### config.mk
export PLATFORM = sky130hd
export DESIGN_NAME = mux2x24_arb
export DESIGN_NICKNAME = d
export VERILOG_FILES = /design/src/rtl/mux2x24_arb.sv
export SDC_FILE = /design/constraint.sdc
export NUM_CORES = 1
export LEC_CHECK = 0
export BUFFER_PORTS_ARGS = -buffer_cell sky130_fd_sc_hd__buf_2
export CORE_AREA = 10 10 109 102
export DETAILED_ROUTE_END_ITERATION = 7
export DIE_AREA = 0 0 119 112
export HOLD_SLACK_MARGIN = 0.05
export PLACE_DENSITY = 0.8
export SLEW_MARGIN = 20
export SYNTH_ARGS = -nofsm -noshare
export SYNTH_HDL_FRONTEND = slang
export SYNTH_SLANG_ARGS = --single-unit
export TNS_END_PERCENT = 30
### constraint.sdc
create_clock -name CLK -period 2.9 [get_ports CLK]
set_clock_uncertainty 0.05 [all_clocks]
set_input_delay 0.29 -clock CLK [delete_from_list [all_inputs] [get_ports CLK]]
set_output_delay 0.29 -clock CLK [all_outputs]
set_load 0.03 [all_outputs]
### src/rtl/mux2x24_arb.sv
// Two-channel round-robin arbiter feeding one registered W-bit output stream with a channel tag.
// Define MUX_FIXED_PRI_EN to give channel 0 fixed priority under contention (default: round-robin).
module mux2x24_arb #(
  parameter int W    = 24,
  parameter int CNTW = 16
) (
  input  logic            CLK,
  input  logic            RST,
  input  logic [W-1:0]    D0,
  input  logic            V0,
  output logic            R0,
  input  logic [W-1:0]    D1,
  input  logic            V1,
  output logic            R1,
  output logic [W-1:0]    Q,
  output logic            QV,
  input  logic            QR,
  output logic            S,
  output logic [CNTW-1:0] CNT0,
  output logic [CNTW-1:0] CNT1
);

  logic         en;
  logic         f0, f1;
  logic         last;
  logic [W-1:0] hd0, hd1;
  logic         g0, g1;
  logic         ld;
  logic         acc0, acc1;

`ifdef MUX_FIXED_PRI_EN
  assign g1 = f1 & ~f0;
`else
  // Under contention the channel not served last wins; LAST resets to 1 so channel 0 goes first.
  assign g1 = f1 & (~f0 | ~last);
`endif
  assign g0 = f0 & ~g1;

  assign ld = (~QV | QR) & (f0 | f1);

  // A full hold register still takes a new word on the edge it is unloaded.
  assign R0   = en & (~f0 | (g0 & ld));
  assign R1   = en & (~f1 | (g1 & ld));
  assign acc0 = V0 & R0;
  assign acc1 = V1 & R1;

  // NOTE: sequential state uses non-blocking assignments so every register samples pre-edge values.
  always_ff @(posedge CLK or negedge RST) begin
    if (!RST) begin
      en   <= 1'b0;
      f0   <= 1'b0;
      f1   <= 1'b0;
      last <= 1'b1;
      Q    <= '0;
      QV   <= 1'b0;
      S    <= 1'b0;
      CNT0 <= '0;
      CNT1 <= '0;
    end else begin
      en <= 1'b1;

      if (acc0) begin
        f0   <= 1'b1;
        CNT0 <= CNT0 + CNTW'(1);
      end else if (ld && g0) begin
        f0 <= 1'b0;
      end

      if (acc1) begin
        f1   <= 1'b1;
        CNT1 <= CNT1 + CNTW'(1);
      end else if (ld && g1) begin
        f1 <= 1'b0;
      end

      if (ld) begin
        Q    <= g1 ? hd1 : hd0;
        S    <= g1;
        QV   <= 1'b1;
        last <= g1;
      end else if (QV && QR) begin
        QV <= 1'b0;
      end
    end
  end

  // NOTE: hold data needs no reset; it is only ever read while its flag is set.
  always_ff @(posedge CLK) begin
    if (acc0) hd0 <= D0;
    if (acc1) hd1 <= D1;
  end

endmodule

* Word-level counts from Yosys, hierarchy flattened *
Cells that the tools add are included.

cells by class
  bitwise operators = 19
  multiplexer cells = 7
  $add $sub $neg = 2
  reduce and logical (&&, ||, !) cells = 6

operators by type and width
  cell                   count
  $add 16x1->16 const B  2
  $mux 24                1
  $and 1x1->1            9
  $mux 1                 6
  $reduce_bool 2->1      3
  $not 1->1              5
  $or 1x1->1             5
  $logic_and 1x1->1      3

word-level totals
  register bits after elaboration = 110

* Logic depth before layout (Yosys ltp) *
  depth in word-level cells = 10
  depth in mapped cells = 6

* Worst setup path before layout *
OpenSTA, ideal clock, no wires.

  path kind = flip-flop to flip-flop
  from = reg QV
  to = reg CNT0[1]
  data required time = 2.725 ns
  library setup time = 0.125 ns
  period minus slack after synthesis = 2.688 ns
  cell stages (with the launch flop) = 5
  arrival = 2.513 ns
  slack = 0.212 ns
  cells stage by stage = dfrtp_1 > nor2b_1 > o21a_1 > nor2_1 > mux2_2

on the way
  word-level cells in the longest chain between the ends = 7

ends and longest elaborated chain
  item                    line  RTL
  from (decl)             16    output logic QV,
  from (signal assigned)  55    QV <= 1'b0;
  from (signal assigned)  79    QV <= 1'b1;
  from (signal assigned)  82    QV <= 1'b0;
  $not 1->1               39    assign ld = (~QV | QR) & (f0 | f1);
  $or 1x1->1              39
  $and 1x1->1             39
  $and 1x1->1             42    assign R0 = en & (~f0 | (g0 & ld));
  $or 1x1->1              42
  $and 1x1->1             42
  $and 1x1->1             44    assign acc0 = V0 & R0;
  net acc0                29    logic acc0, acc1;
  to (signal assigned)    64    CNT0 <= CNT0 + CNTW'(1);
  to (decl)               19    output logic [CNTW-1:0] CNT0,

The timed path passes the listed nets, and every way through them passes these cells.
A chain may end at the register's enable or synchronous reset.

* Worst setup path in the final report *
  from = reg QV
  to = out R0

on the way
  word-level cells in the longest chain between the ends = 6

ends and longest elaborated chain
  item         line  RTL
  $not 1->1    39
  $or 1x1->1   39
  $and 1x1->1  39
  $and 1x1->1  42
  $or 1x1->1   42
  $and 1x1->1  42
  to (decl)    11    output logic R0,

Every way passes these cells.

==> results.cfg <==
[setup_path]
r2r_cells = 5
crit_end = R0
startpoint_type = flop
ff2ff_setup_slack_ns = 1.04
endpoint_kind = output port
crit_start = QV
worstReg2RegStart = QV
path_max_fanout = 10
worstPathArrival_ns = 1.72
path_class = flop to output port
cp.required_ns = 2.56
timing.rr.end = CNT0[1]

[flow_run]
maxCapViolations = 0

[clocking]
htreeDepth = 3
numCtsBuffers = 9
clk_latency_ns = 0.37
cts_resized = 0
cts-root-buf = clkbuf_8
cts_hold_buffers = 47
cts_tree = done
clockBufferDepth = 2
clk_pin_slew_worst_paths_ns = 0.11
postCtsSetupRepairBufs = 0
cts_sinks = 110

[synth]
synth_top_family_by_area = simple AND/OR/NAND/NOR gates
ys_warn_count = 0
synth-main-ff-cell = dfrtp_1
synth_fa_ha_area_share_pct = 0.580
synth_seq_cells = 110
yosysTopAreaCell = dfrtp_1
synth_xor_area_share_pct = 6.09
yosys.area_share.simple_pct = 12.9
synth-edff-count = 48
synth_area_leaders = dfrtp_1, edfxtp_1, mux2i_1
synth_most_common_cell = dfrtp_1
synth_area_um2 = 4320
synth_cells = 312
synth_top_area_share_pct = 35.4
syn_area_per_cell_um2 = 13.8
synth_compound_area_share_pct = 3.71
synthMuxAreaShare_pct = 6.09
yosysSeqAreaShare_pct = 69.3
synth_top_cells_by_count = dfrtp_1, edfxtp_1, nor2_1
async_flop_share_pct = 56.4
synth.distinct_cells = 38
synth_nets = 367

[outcome]
status = completed

[pwr]
p_switching_w = 0.00176
pwr-share-seq_pct = 47.8
p_sw_share_pct = 39.1
p_per_area_nw_per_um2 = 784
comb_power_share_pct = 31.7
peakVddDrop_v = 0.000432
p_leak_nw = 2.54
intPower_w = 0.00274
power_frac_clock_pct = 20.6

[die]
fp-row-count = 33
die_area_um2 = 13300
ios = 113
core_um2 = 8840
die_width_um = 119
die_height_um = 112
initial_core_util_pct = 48.9

[sta]
max_slew_margin_pct = 60.0
fin_crit_sh_pct = 70.9
rsz0062_at_grt = false
finalCriticalPeriod_ns = 2.06
tightest_slew_ns = 0.599
finalHoldViolCount = 0
finalSetupViolCount = 0
postLayoutSetupSlackWorst_ns = 0.845
setup_tns_ns = 0
fmax_mhz = 487
drv_slew = 0

[place]
io_buffers = 112
pre_cts_ws_ns = 1.03
gp_congestion = 0.783
hpwl_um = 6770

[grt]
grt_pass1_wl_um = 17300
grt_pass1_vias = 3281
grt_antenna_before_repair = 1
overflow = 0
grt_usage_pct = 16.2
grt_max_degree = 41

[route]
wirelength_um = 10500
drt_drc_violations_left = 0
dr_total_vias = 3052
vias_per_cell = 5.02
wl_per_cell_um = 17.2
ant_nets = 0
drt_pass1_iterations = 4
drtIter0Drc = 218

[hold_path]
min_path_cells = 1
hp-class = input pin to flop

[finish]
layout.nets = 535
drive_above_1_share_pct = 30.5
n_fill_cell = 666
area_delta_synth_final_pct = 32.9
[per-layer routing]
metal  track usage (%)  wire [um]  vias to the layer above
li1                  -          -                     1452
met1              18.3       3920                     1475
met2              28.4       5760                      105
met3              4.19        572                       20
met4              6.59        229                        0
met5                 0          0                        -
[power groups by stage]
stage	Clock (W)	Sequential, W	Combinational [W]
floorplan	0	0.00259	0.000475
global placement	0	0.00216	0.00136
detailed placement	0	0.00217	0.00138
CTS	0.000948	0.00214	0.00143
global route	0.00101	0.00219	0.00154
finish	0.000926	0.00215	0.00143
[layout make-up]
type / count / area, um2 / area share, %
multi-input combinational: 191 / 1280 / 22.3
clock inverter: 7 / 86.3 / 1.50
clock buffer: 9 / 124 / 2.16
tap: 122 / 153 / 2.66
antenna: 1 / 2.50 / 0.0436
inverter: 1 / 3.75 / 0.0654
timing repair buffer: 167 / 1090 / 19.1
sequential: 110 / 2990 / 52.2
[per-stage QoR]
stage | cell area, um2 | utilization (%) | instances | hold slack [ns] | power (W)
6_report | 5740 | 65.0 | 608 | 0.0747 | 0.00450
5_1_grt | 5740 | 65.0 | 608 | 0.0539 | 0.00474
4_1_cts | 5730 | 64.8 | 606 | 0.0517 | 0.00452
3_5_place_dp | 5050 | 57.1 | 543 | 0.251 | 0.00356
3_3_place_gp | 5050 | 57.1 | 543 | 0.242 | 0.00352
2_1_floorplan | 4320 | - | 312 | -0.0556 | 0.00306
[sequential cells by signal (all words and copies together) (netlist names)]
register  cells
hd0          24
CNT1         16
QV            1
hd1          24
last          1
Q            24
en            1
f0            1
CNT0         16
f1            1
S             1
[cells by family after synthesis]
logic type / Yosys count
DFF: 110
and+or+nand+nor: 102
AOI/OAI and AO/OA: 30
xor gates and xnor gates: 30
muxes: 26
buffers and inverters: 11
adders and majority gates: 2
other: 1
[layout by cell type (no fill, tap or decap), types with 3 or more instances in the layout]
| cell type | synthesis | routed |
|---|---|---|
| nor2_1 | 29 | 26 |
| buf_2 | 4 | 112 |
| nor3_1 | 9 | 9 |
| nor2b_1 | 3 | 3 |
| xor2_1 | 21 | 21 |
| nor4_1 | 3 | 3 |
| xnor2_1 | 9 | 9 |
| buf_4 | 0 | 7 |
| clkbuf_8 | 0 | 9 |
| nand2_1 | 14 | 14 |
| edfxtp_1 | 48 | 48 |
| nand4_1 | 6 | 6 |
| nand3_1 | 13 | 13 |
| nor4_2 | 4 | 4 |
| and2_1 | 5 | 5 |
| a21oi_1 | 25 | 25 |
| mux2i_1 | 24 | 24 |
| dlygate4sd3_1 | 0 | 48 |
| dfrtp_1 | 61 | 61 |
| and3_1 | 3 | 3 |
| clkinv_8 | 0 | 3 |
[worst max-delay path, stage by stage, from the launching register on]
cell and delay [ns]:
dfrtp_1 0.38, nor2b_1 0.33, o21ai_1 0.12, buf_4 0.18
and2_1 0.17, buf_2 0.17
[how the worst min path moves through the flow]
stage,start,slack (ns),endpoint
2_1_floorplan,RST,-0.06,CNT0[0]
3_3_place_gp,RST,0.24,CNT1[5]
3_5_place_dp,RST,0.25,CNT1[9]
4_1_cts,D0[2],0.05,hd0[2]
5_1_grt,D1[6],0.05,hd1[6]
6_report,D1[6],0.07,hd1[6]
No activity file was read; power rests on OpenSTA's default activity.
